<file path="src/rtl/spi_sub_pkg.sv">
// spi_sub_pkg: shared constants and types for the SPI register sub-unit.
//   CMD_WRITE / CMD_READ / CMD_FIFO : command byte encodings
//   state_e                         : protocol FSM states
package spi_sub_pkg;

    localparam logic [7:0] CMD_WRITE = 8'h0A;
    localparam logic [7:0] CMD_READ  = 8'h0B;
    localparam logic [7:0] CMD_FIFO  = 8'h0D;

    typedef enum logic [2:0] {
        IDLE,
        CMD,
        WADDR,
        RADDR,
        WDATA,
        RDATA,
        IGNORE
    } state_e;

endpackage

</file>
<file path="src/rtl/spi_sync_edge.sv">
// spi_sync_edge: 2-flop synchroniser with registered rise/fall detection.
//   clk, rst_n : system clock, async active-low reset
//   din        : asynchronous input
//   rise, fall : 1-clk pulses, 3 clk after the raw edge
// INIT is the reset level of the whole chain, so a line that already sits
// at INIT when reset releases produces no spurious edge.
module spi_sync_edge #(
    parameter logic INIT = 1'b0
) (
    input  logic clk,
    input  logic rst_n,
    input  logic din,
    output logic rise,
    output logic fall
);

    logic meta, sync, sync_d;

    always_ff @(posedge clk or negedge rst_n) begin
        if (!rst_n) begin
            meta   <= INIT;
            sync   <= INIT;
            sync_d <= INIT;
            rise   <= 1'b0;
            fall   <= 1'b0;
        end else begin
            meta   <= din;
            sync   <= meta;
            sync_d <= sync;
            rise   <= sync & ~sync_d;
            fall   <= ~sync & sync_d;
        end
    end

endmodule

</file>
<file path="src/rtl/spi_reg_subunit.sv">
// spi_reg_subunit: SPI slave with a byte register file and read-only status window.
//   clk, rst_n          : system clock (>= 4x sclk), async active-low reset
//   sclk, mosi, cs      : SPI bus inputs (cs active low), oversampled on clk
//   miso, miso_oe       : SPI data out and pad output enable
//   status_i            : read-only bytes, byte k at address RO_BASE+k
//   regs_o              : RW register contents, byte k = reg[k]
//   wr_strobe/addr/data : one-clk report of each committed RW write
//   rd_strobe           : one-clk pulse per byte loaded for read-out
// Protocol: cmd byte (0A write, 0B read, 0D read without increment),
// address byte, then data bytes with auto-increment until cs rises.
module spi_reg_subunit
    import spi_sub_pkg::*;
#(
    parameter int   DEPTH   = 64,
    parameter int   RO_BASE = 48,
    parameter logic CPOL    = 1'b0,
    parameter logic CPHA    = 1'b0
) (
    input  logic                         clk,
    input  logic                         rst_n,
    input  logic                         sclk,
    input  logic                         mosi,
    input  logic                         cs,
    output logic                         miso,
    output logic                         miso_oe,
    input  logic [(DEPTH-RO_BASE)*8-1:0] status_i,
    output logic [RO_BASE*8-1:0]         regs_o,
    output logic                         wr_strobe,
    output logic [7:0]                   wr_addr,
    output logic [7:0]                   wr_data,
    output logic                         rd_strobe
);

    localparam int NRO = DEPTH - RO_BASE;

    // ---------------- input conditioning ----------------
    logic sclk_rise, sclk_fall, cs_rise, cs_fall;
    logic mosi_meta, mosi_s;

    spi_sync_edge #(.INIT(CPOL)) u_sync_sclk (
        .clk  (clk),
        .rst_n(rst_n),
        .din  (sclk),
        .rise (sclk_rise),
        .fall (sclk_fall)
    );

    // cs chain resets low: if cs is held low across a reset no fall is
    // seen, so an interrupted transfer cannot resume mid-frame.
    spi_sync_edge #(.INIT(1'b0)) u_sync_cs (
        .clk  (clk),
        .rst_n(rst_n),
        .din  (cs),
        .rise (cs_rise),
        .fall (cs_fall)
    );

    always_ff @(posedge clk or negedge rst_n) begin
        if (!rst_n) begin
            mosi_meta <= 1'b0;
            mosi_s    <= 1'b0;
        end else begin
            mosi_meta <= mosi;
            mosi_s    <= mosi_meta;
        end
    end

    logic lead_ev, trail_ev, sample_ev, shift_ev;
    assign lead_ev   = CPOL ? sclk_fall : sclk_rise;
    assign trail_ev  = CPOL ? sclk_rise : sclk_fall;
    assign sample_ev = CPHA ? trail_ev : lead_ev;
    assign shift_ev  = CPHA ? lead_ev : trail_ev;

    // ---------------- state ----------------
    state_e                    state_q, state_d;
    logic [2:0]                bit_cnt;
    logic [6:0]                shin;
    logic [7:0]                addr_q;
    logic                      incr_q;
    logic [7:0]                shout;
    logic                      hold_q;
    logic [RO_BASE-1:0][7:0]   regs_q;

    logic [7:0] byte_in;
    logic       byte_done;
    logic [7:0] rd_sel;
    logic [7:0] rd_byte;
    logic       wr_hit;

    assign byte_in   = {shin, mosi_s};
    assign byte_done = sample_ev && (bit_cnt == 3'd7) && (state_q != IDLE) && !cs_rise;
    // During RADDR the address is still in the shifter, so bypass it.
    assign rd_sel    = (state_q == RADDR) ? byte_in : addr_q;
    assign wr_hit    = byte_done && (state_q == WDATA) && (int'(addr_q) < RO_BASE);
    assign regs_o    = regs_q;

    // Read mux: addresses past DEPTH match nothing and read as 0.
    always_comb begin
        rd_byte = 8'h00;
        for (int k = 0; k < RO_BASE; k++)
            if (rd_sel == 8'(k)) rd_byte = regs_q[k];
        for (int k = 0; k < NRO; k++)
            if (rd_sel == 8'(RO_BASE + k)) rd_byte = status_i[k*8 +: 8];
    end

    // ---------------- FSM ----------------
    always_ff @(posedge clk or negedge rst_n) begin
        if (!rst_n) state_q <= IDLE;
        else        state_q <= state_d;
    end

    always_comb begin
        state_d = state_q;
        if (cs_rise) begin
            state_d = IDLE;
        end else begin
            case (state_q)
                IDLE:  if (cs_fall) state_d = CMD;
                CMD:   if (byte_done) begin
                           case (byte_in)
                               CMD_WRITE: state_d = WADDR;
                               CMD_READ,
                               CMD_FIFO:  state_d = RADDR;
                               default:   state_d = IGNORE;
                           endcase
                       end
                WADDR: if (byte_done) state_d = WDATA;
                RADDR: if (byte_done) state_d = RDATA;
                default: state_d = state_q;
            endcase
        end
    end

    always_comb begin
        miso = (state_q == RDATA) ? shout[7] : 1'b0;
    end

    // ---------------- datapath ----------------
    always_ff @(posedge clk or negedge rst_n) begin
        if (!rst_n) begin
            bit_cnt   <= 3'd0;
            shin      <= 7'd0;
            addr_q    <= 8'd0;
            incr_q    <= 1'b0;
            shout     <= 8'd0;
            hold_q    <= 1'b0;
            regs_q    <= '0;
            miso_oe   <= 1'b0;
            wr_strobe <= 1'b0;
            wr_addr   <= 8'd0;
            wr_data   <= 8'd0;
            rd_strobe <= 1'b0;
        end else begin
            wr_strobe <= 1'b0;
            rd_strobe <= 1'b0;

            if (cs_fall) miso_oe <= 1'b1;
            if (cs_rise) miso_oe <= 1'b0;

            if (cs_rise || state_q == IDLE) begin
                bit_cnt <= 3'd0;
                hold_q  <= 1'b0;
            end else begin
                if (sample_ev) begin
                    shin    <= byte_in[6:0];
                    bit_cnt <= bit_cnt + 3'd1;
                end

                if (byte_done) begin
                    case (state_q)
                        CMD:   incr_q <= (byte_in == CMD_READ);
                        WADDR: addr_q <= byte_in;
                        WDATA: begin
                            if (wr_hit) begin
                                wr_strobe <= 1'b1;
                                wr_addr   <= addr_q;
                                wr_data   <= byte_in;
                            end
                            addr_q <= addr_q + 8'd1;
                        end
                        RADDR, RDATA: begin
                            shout     <= rd_byte;
                            hold_q    <= 1'b1;
                            rd_strobe <= 1'b1;
                            addr_q    <= rd_sel + {7'd0, incr_q};
                        end
                        default: ;
                    endcase
                end

                // First shift edge after a load keeps the MSB on the line.
                if (shift_ev && state_q == RDATA) begin
                    if (hold_q) hold_q <= 1'b0;
                    else        shout  <= {shout[6:0], 1'b0};
                end
            end

            for (int k = 0; k < RO_BASE; k++)
                if (wr_hit && addr_q == 8'(k)) regs_q[k] <= byte_in;
        end
    end

endmodule

</file>
<file path="config.mk">
export PLATFORM = sky130hd
export DESIGN_NAME = spi_reg_subunit
export DESIGN_NICKNAME = d
export VERILOG_FILES = /design/src/rtl/spi_sub_pkg.sv /design/src/rtl/spi_sync_edge.sv /design/src/rtl/spi_reg_subunit.sv
export SDC_FILE = /design/constraint.sdc
export NUM_CORES = 1
export LEC_CHECK = 0
export CAP_MARGIN = 40
export CORE_ASPECT_RATIO = 1.2
export CORE_MARGIN = 3
export CORE_UTILIZATION = 40
export CTS_BUF_LIST = sky130_fd_sc_hd__clkbuf_8
export DETAILED_ROUTE_END_ITERATION = 6
export HOLD_SLACK_MARGIN = 0.1
export MAX_ROUTING_LAYER = met4
export PLACE_DENSITY = 0.66
export REMOVE_ABC_BUFFERS = 1
export SLEW_MARGIN = 40
export SYNTH_ARGS = -nofsm -noshare
export SYNTH_HDL_FRONTEND = slang
export SYNTH_HIERARCHICAL = 1
export SYNTH_SLANG_ARGS = --single-unit
</file>
<file path="constraint.sdc">
create_clock -name clk -period 7.6 [get_ports clk]
set_input_delay 0.76 -clock clk [delete_from_list [all_inputs] [get_ports clk]]
set_output_delay 0.76 -clock clk [all_outputs]
set_load 0.005 [all_outputs]
</file>
# Word-level counts from Yosys, hierarchy flattened
# Cells that the tools add are included.
# op_classes
eq_ne	123
n_lt_le_gt_ge	1
n_bitwise	9
n_addsub	3
reduce_logical	71
n_mux	94
# op_table
operator	n
8-bit 2-to-1 mux	69
8-bit by 6-bit equality test with 1-bit output, second input constant	48
8-bit by 5-bit equality test with 1-bit output, second input constant	32
8-bit by 4-bit equality test with 1-bit output, second input constant	19
8-bit by 3-bit equality test with 1-bit output, second input constant	8
1-bit logical AND	54
8-bit by 2-bit equality test with 1-bit output, second input constant	4
8-bit one-hot mux with 3 select lines	1
3-bit 2-to-1 mux	7
8-bit by 1-bit equality test with 1-bit output, second input constant	2
8-bit logical NOT	2
1-bit 2-to-1 mux	15
3-bit one-hot mux with 4 select lines	1
3-bit equality test, second input constant	3
3-bit by 2-bit inequality test with 1-bit output, second input constant	3
8-bit by 1-bit adder with 8-bit output	1
8-bit by 1-bit adder with 8-bit output, second input constant	1
8-bit by 6-bit less-than comparator with 1-bit output, second input constant	1
3-bit by 2-bit equality test with 1-bit output, second input constant	2
3-bit one-hot mux with 2 select lines	1
3-bit AND reduction	2
3-bit nonzero test	2
1-bit NOT	5
5-bit AND reduction	1
12 further kinds	17
# word_totals
reg_bits	446
inputBits	133
elab_cells	373
output_inout_bits	404

# Longest topological paths before layout
# Gate-level depths: netlist of run 1.
# logic_depth
word_depth	71
depth_mapped	14
mapped_depth_nobuf	10

# Hierarchy
# Netlist of run 1, hierarchy kept.
# modules_own_cells
mod	cells_per_inst	n_inst	area_each_um2	seq_area_each_um2
spi_reg_subunit	2138	1	23563.8	10910.5
spi_sync_edge	7	2	140.1	125.1

# Least setup slack after synthesis of run 1
# OpenSTA, ideal clock, no wires.
# synth_timing
path_kind	register -> register
startpoint	reg state_q[0]
endpoint	reg regs_q, in the netlist regs_o[184]
slack_ps	4939
path_stages_with_launch	11
n_path_buf	3
setup_time_ps	125
required_time_ps	7475
arrival_ps	2536
cell_sequence	dfrtp_1 buf_2 nor2_1 nand2_1 a2111oi_0 and3_1 buf_4 nand3b_1 buf_2 nor2_2 mux2_2
# synth_via
elab_chain_len	6
elab_cells_between_ends	7
# synth_lines
item	line	text
from (decl)	spi_reg_subunit.sv:75	state_e state_q, state_d;
from (signal assigned)	spi_reg_subunit.sv:109	else state_q <= state_d;
3-bit nonzero test	spi_reg_subunit.sv:91	assign byte_done = sample_ev && (bit_cnt == 3'd7) && (state_q != IDLE) && !cs_rise;
1-bit logical AND (2 in series)	spi_reg_subunit.sv:91	
1-bit logical AND (*) (2 in series)	spi_reg_subunit.sv:94	assign wr_hit = byte_done && (state_q == WDATA) && (int'(addr_q) < RO_BASE);
1-bit logical AND (*)	spi_reg_subunit.sv:199	if (wr_hit && addr_q == 8'(k)) regs_q[k] <= byte_in;
to (signal, indexed assignment)	spi_reg_subunit.sv:199	
to (decl)	spi_reg_subunit.sv:82	logic [RO_BASE-1:0][7:0] regs_q;
# Every way passes the cells marked *; elsewhere a longest branch is shown, timed or not.
# A chain may end at the register's enable or synchronous reset.

# Worst setup path in the final report of run 1
# layout_timing
startpoint	reg shin[6]
endpoint	reg shout[7]
# layout_via
elab_chain_len	70
elab_cells_between_ends	133
# layout_lines
item	line	text
from (decl)	spi_reg_subunit.sv:77	logic [6:0] shin;
from (signal assigned)	spi_reg_subunit.sv:165	shin <= byte_in[6:0];
8-bit 2-to-1 mux (*)	spi_reg_subunit.sv:93	assign rd_sel = (state_q == RADDR) ? byte_in : addr_q;
8-bit logical NOT	spi_reg_subunit.sv:101	if (rd_sel == 8'(k)) rd_byte = regs_q[k];
8-bit 2-to-1 mux (48 in series)	spi_reg_subunit.sv:101	
8-bit 2-to-1 mux (15 in series)	spi_reg_subunit.sv:103	if (rd_sel == 8'(RO_BASE + k)) rd_byte = status_i[k*8 +: 8];
8-bit 2-to-1 mux (*)	spi_reg_subunit.sv:103	
8-bit 2-to-1 mux (*)	spi_reg_subunit.sv:170	case (state_q)
8-bit 2-to-1 mux (*)	spi_reg_subunit.sv:169	if (byte_done) begin
8-bit 2-to-1 mux	spi_reg_subunit.sv:193	if (hold_q) hold_q <= 1'b0;
8-bit 2-to-1 mux (*)	spi_reg_subunit.sv:192	if (shift_ev && state_q == RDATA) begin
to (signal assigned)	spi_reg_subunit.sv:182	shout <= rd_byte;
to (signal assigned)	spi_reg_subunit.sv:194	else shout <= {shout[6:0], 1'b0};
to (decl)	spi_reg_subunit.sv:80	logic [7:0] shout;
# Marked as above.

==> impl_metrics.yaml, run 1 <==
routing:
  drt_iter0_markers: 2971
  drt_wl_total_microns: 136000
  drt_drc_violations_left: 0
  vias_per_cell: 6.66
  wire_per_inst_microns: 38.7
  ant_nets: 0
  via_count: 23400
  drt_pass1_iterations: 6
placement:
  placed_cell_area_sq_um: 29900
  dp_cells: 3373
  portBuffers: 536
  routabilityCongestion: 1.06
  dp_hpwl_microns: 101000
synth:
  avgSynthCellArea_sq_um: 11.1
  syn_inst: 2152
  synth_largest_area_cell: "dfrtp_1"
  yosys_warnings: 6
  ys_seq_elements: 446
  synth_top_area_share_pct: 46.8
  ys_seq_area_share_pct: 46.8
  synth.distinct_cells: 99
  async_flop_share_pct: 100
  synth_top_flop_cell: "dfrtp_1"
  ys_top_cells_by_area: "dfrtp_1, mux2_2, o21ai_0"
  synth_edf_count: 0
  synth_area_sq_um: 23800
clocking:
  ctsLongestPathBuffers: 3
  cts_buffers: 77
  cts.clk_slew.worst_paths_ns: 0.06
  cts_tree: "yes"
  holdBufCountCts: 1
  cts.htree.levels: 3
  cts_resized: 0
  cts_setup_buffers: 0
  cts-root-buf: "clkbuf_8"
  clock-sinks: 446
  insertion_delay_ns: 0.71
die:
  die-width_microns: 229
  fp-row-count: 97
  ios: 537
  start_util_pct: 40.6
  die_y_microns: 273
  die_area_sq_um: 62600
  core_area_sq_um: 58700
global_route:
  grt_pass1_vias: 23500
  grt_usage_pct: 43.5
  grt_start_max_net_pins: 125
  grt_pass1_wl_microns: 189000
  antenna_found_initial: 1
  overflow: 0
critical_path:
  crit_path_end_kind: "register"
  path_class: "reg2reg"
  cp.required_ns: 8.11
  crit_arrival_ns: 5.51
  crit_path_start_kind: "register"
  critical_path.max_fanout: 37
final_layout:
  fin_nets: 2804
  design_area_sq_um: 31700
  ff_latch_area_sq_um: 11200
  drive_gt1_share_pct: 25.2
  stdcell_count: 3512
  syn2layout_area_growth_pct: 32.8
  utilization_pct: 53.9
  nFillCells: 5240
  multi_input_area_sq_um: 12000
timing:
  post-route-min-period_ns: 5.00
  rsz0062_at_grt: "false"
  finalSetupTns_ns: 0
  fin_worst_skew_ns: 0.0534
  tightest_slew_ns: 0.922
  max_slew_margin_pct: 36.8
  final.period_utilization_pct: 65.8
  setup_viol: 0
  finalMaxSlewViolations: 0
  fmax_mhz: 200
  whs_ns: 0.343
  hold_viol_final: 0
status:
  status: "finished, final reports clean"
pwr:
  ir_drop_mv: 0.139
  leakagePower_nw: 13.7
  power_density_nw_per_um2: 188
flow_run:
  drv_cap: 0
worst_hold_path:
  hp-class: "reg2reg"
-- report_power, final --
part	switching [W]	leakage, nW	internal [W]
Clock	0.00110	0.923	0.00132
Sequential	0.000107	6.18	0.00241
Combinational	0.000745	6.57	0.000259
Total	0.00196	13.7	0.00399
-- cell usage in the layout, fill, tap and decap left out, drive strengths merged, types with 10 or more instances in the layout --
master,count
nor3,42
o211ai,12
nor4,19
nand3b,12
a222oi,22
buf,47
o21a,11
clkdlybuf4s50,535
o221ai,32
a221oi,40
and3,18
mux2,403
o21ai,118
and2,10
nand3,52
o22ai,57
mux2i,30
clkbuf,102
a22oi,47
a22o,13
dfrtp,446
nand2,111
a31oi,15
a211oi,22
clkinv,17
a221o,10
inv,30
nor2,156
nand4,18
a21oi,85
-- cell usage after synthesis (all sizes together), types with 7 or more instances --
cell	number
dfrtp	446
mux2	403
nor2	156
o21ai	118
nand2	111
a21oi	85
buf	76
clkbuf	76
o22ai	57
nand3	52
a22oi	47
nor3	42
a221oi	40
o221ai	32
mux2i	30
a211oi	22
a222oi	22
nor4	19
and3	18
nand4	18
inv	17
a31oi	15
a22o	13
nand3b	12
o211ai	12
o21a	11
a221o	10
and2	10
a2111oi	9
a21o	9
ha	9
nor2b	9
nor4bb	9
o2111ai	9
o22a	8
o31ai	8
nor4b	7
-- metrics by stage --
stage	power, W	setup slack (ns)
floorplan	0.00293	3.44
global placement	0.00350	2.46
detailed placement	0.00352	2.70
CTS	0.00593	2.64
global route	0.00610	2.44
finish	0.00594	2.60
-- routing by layer --
metal	up-vias	wire length, microns	track usage [%]
li1	9308	-	-
met1	11900	49100	49.7
met2	1710	64100	70.7
met3	456	12200	9.35
met4	0	10500	26.1
met5	-	0	-
-- worst paths after layout --
| path | cells past startpoint | slack, ns | start | to |
|---|---|---|---|---|
| setup / recovery | 10 | 2.60 | shin[6] | shout[7] |
| hold / removal | 0 | 0.34 | mosi_meta | mosi_s |
| setup reg to reg | 10 | 2.60 | shin[6] | shout[7] |
| hold reg to reg | 0 | 0.34 | mosi_meta | mosi_s |
| max in group asynchronous | 4 | 4.97 | rst_n | regs_o[103] |
| min in group asynchronous | 2 | 0.66 | rst_n | regs_o[343] |
-- logic make-up (layout without fill, tap and decap cells) --
kind of cell	Yosys count	count (layout)	share of synthesized area, %
flip-flops	446	446	46.8
XOR/XNOR	10	10	0.367
buffers and inverters	169	736	3.35
AO/OA/AOI/OAI	569	569	17.0
multiplexers	433	433	20.4
other	0	1	0
AND/OR/NAND/NOR	516	516	11.7
adder cells (fa/ha/maj)	9	9	0.472
-- layout make-up --
cell class | instances | share of cell area, %
tap | 792 | 3.13
timing repair buffer | 583 | 18.2
antenna | 1 | 0.00790
clock buffer | 102 | 4.43
clock inverter | 34 | 0.913
multi-input combinational | 1537 | 37.8
inverter | 17 | 0.201
sequential | 446 | 35.3
-- registers in the layout, indices dropped and copies added, names as in the netlist, 3 cells and up --
name / flops
shin: 7
regs_o: 384
wr_addr: 8
wr_data: 8
bit_cnt: 3
shout: 8
addr_q: 8
state_q: 3
-- critical path, stage by stage (launching register included) --
cell and delay (ns):
dfrtp_2 0.74, buf_4 0.59, nor3_1 0.16, mux2i_1 0.56
or2_0 0.64, buf_4 0.36, a31o_2 0.23, o311ai_0 0.15
o21ai_1 0.53, a21boi_0 0.60, a311oi_1 0.20
Note: power is estimated with default switching activity, not from simulation.
==> run 2: changes to the inputs <==
--- a/config.mk
+++ b/config.mk
@@ -13,7 +13,7 @@
 export DETAILED_ROUTE_END_ITERATION = 6
 export HOLD_SLACK_MARGIN = 0.1
 export MAX_ROUTING_LAYER = met4
-export PLACE_DENSITY = 0.66
+export PLACE_DENSITY = 0.68
 export REMOVE_ABC_BUFFERS = 1
 export SLEW_MARGIN = 40
 export SYNTH_ARGS = -nofsm -noshare
==> constraint.sdc (replaced) <==
create_clock -name clk -period 4.2 [get_ports clk]
set_input_delay 0.42 -clock clk [delete_from_list [all_inputs] [get_ports clk]]
set_output_delay 0.42 -clock clk [all_outputs]
set_load 0.005 [all_outputs]
==> run 2 against run 1 <==
Compared with the run above: highest routed layer unchanged; die area is the same; clock power increased by 87%; via count is 4.1% higher; the flow now finishes with violations (design-rule violations); first-iteration DRC count grew 15%; sequential share of layout area fell by 1.2 points.
==> impl_metrics.yaml, run 2 (synthesized netlist as in run 1, its figures left out) <==
status:
  status: "finished with violations"
  violations: "design-rule violations"
pwr:
  p_int_w: 0.00746
  p_sw_w: 0.00366
  power_w: 0.0111
  switching_share_pct: 32.9
  leakagePower_nw: 14.4
  p_comb_share_pct: 18.3
  power_frac_clock_pct: 40.7
  seqPwrFrac_pct: 40.9
  ir_drop_mv: 0.268
  power_density_nw_per_um2: 339
critical_path:
  cp.required_ns: 4.77
  path_class: "reg2reg"
  cp_cell_sequence: "nand3b_4 -> buf_4 -> mux2_4 -> a222oi_1 -> nand3_1 -> o31ai_1 -> a31oi_1 -> buf_4 -> o21ai_0 -> a21boi_1 -> o221a_2"
  critPathBufInv: 2
  crit_path_max_incr_delay_ns: 0.67
  rrSetupSlack_ns: 0.02
  crit_family: "compound AO/OA/AOI/OAI gates"
  worst_path_most_repeated_cell: "buf_4"
  critical_path.max_fanout: 26
  crit_path_end_kind: "register"
  crit_arrival_ns: 4.75
  slowest_stage: "dfrtp_1"
  crit_path_start_kind: "register"
global_route:
  antenna_found_initial: 2
  grt_pass1_vias: 24400
  grt_pass1_wl_microns: 193000
  grt_usage_pct: 44.6
  overflow: 0
  grt_start_max_net_pins: 93
timing:
  worst_slack_ns: 0.0245
  max_slew_margin_pct: 41.7
  tightest_slew_ns: 0.851
  fmax_mhz: 239
  post-route-min-period_ns: 4.18
  finalMaxSlewViolations: 0
  hold_viol_final: 0
  fin_worst_skew_ns: 0.0524
  setup_viol: 0
  final.period_utilization_pct: 99.4
  rsz0062_at_grt: "false"
  whs_ns: 0.148
die:
  die_area_sq_um: 62600
  die-width_microns: 229
  core_area_sq_um: 58700
  die_y_microns: 273
  ios: 537
  fp-row-count: 97
  start_util_pct: 40.6
final_layout:
  drive_gt1_share_pct: 28.2
  fin_nets: 2934
  nFillCells: 5231
  utilization_pct: 55.8
  design_area_sq_um: 32800
  final_cell_mix: "clkdlybuf4s50_1, dfrtp_1, mux2_2"
  largest_reg_flops: 384
  syn2layout_area_growth_pct: 37.4
  final_common_cell: "clkdlybuf4s50_1"
clocking:
  cts_buffers: 76
  cts_setup_buffers: 0
  insertion_delay_ns: 0.71
  cts.clk_slew.worst_paths_ns: 0.06
  cts-root-buf: "clkbuf_8"
  clock-sinks: 446
  cts_tree: "yes"
  ctsLongestPathBuffers: 3
  cts.htree.levels: 3
worst_hold_path:
  hp-class: "in2reg"
placement:
  placed_cell_area_sq_um: 30900
  portBuffers: 536
  place_ws_ns: 0.168
  routabilityCongestion: 1.07
  dp_hpwl_microns: 106000
routing:
  drt_drc_violations_left: 1
  ant_nets: 0
  vias_per_cell: 6.68
  wire_per_inst_microns: 38.3
  via_count: 24300
  drt_pass1_iterations: 7
  drt_iter0_markers: 3409
  drt_wl_total_microns: 139000
flow_run:
  drv_cap: 0
## run 2: cell types whose count changed in the layout (fill, tap and decap cells not counted), sizes merged
cell / previous run / this run
nand3b: 12 / 13
clkinv: 17 / 11
buf: 47 / 177
bufinv: 3 / 6
clkbuf: 102 / 100
inv: 30 / 34
clkinvlp: 1 / 3
## run 2: final timing paths
kind / from / end / cells after the start
setup / recovery: state_q[0] / shout[4] / 11
hold / removal: cs / u_sync_cs/meta / 1
setup reg to reg: state_q[0] / shout[4] / 11
hold reg to reg: u_sync_sclk/meta / u_sync_sclk/sync / 0
max in group asynchronous: rst_n / regs_o[79] / 4
min in group asynchronous: rst_n / regs_o[321] / 2
## run 2: final cells by class
type / instances / area (sq um) / area share, %
Inverter: 17 / 63.8 / 0.195
Timing Repair Buffer: 713 / 6810 / 20.8
Clock buffer: 100 / 1380 / 4.20
Clock inverter: 37 / 373 / 1.14
Multi-Input combinational cell: 1538 / 12000 / 36.5
Antenna cell: 1 / 2.50 / 0.00764
Tap cell: 792 / 991 / 3.02
Sequential cell: 446 / 11200 / 34.1
## run 2: routing by layer
layer  global-route usage [%]  part of all wire (%)
met1                     52.3                    37
met2                     71.9                    47
met3                     8.02                   8.5
met4                     26.8                   7.6
met5                        -                     0
## run 2: through the flow
stage | std cells | setup TNS, ns
6_report | 3644 | 0
5_1_grt | 3644 | 0
4_1_cts | 3642 | 0
3_5_place_dp | 3504 | 0
3_3_place_gp | 3503 | -0.160
2_1_floorplan | 2000 | 0
## run 2: power groups by stage
| stage | Combinational (W) | Sequential (W) | Clock [W] |
|---|---|---|---|
| final | 0.00204 | 0.00455 | 0.00453 |
| after detailed placement | 0.00195 | 0.00460 | 0 |
| after global placement | 0.00193 | 0.00460 | 0 |
| after CTS | 0.00195 | 0.00452 | 0.00454 |
| after global routing | 0.00208 | 0.00455 | 0.00475 |
| after floorplan | 0.000541 | 0.00476 | 0 |
## run 2: timing repair
| action | in CTS | in global routing |
|---|---|---|
| hold endpoints to repair | 99 | 0 |
| gates resized for setup | 0 | 6 |
| hold buffers | 1 | 0 |
| endpoints found under the setup margin | 0 | 2 |
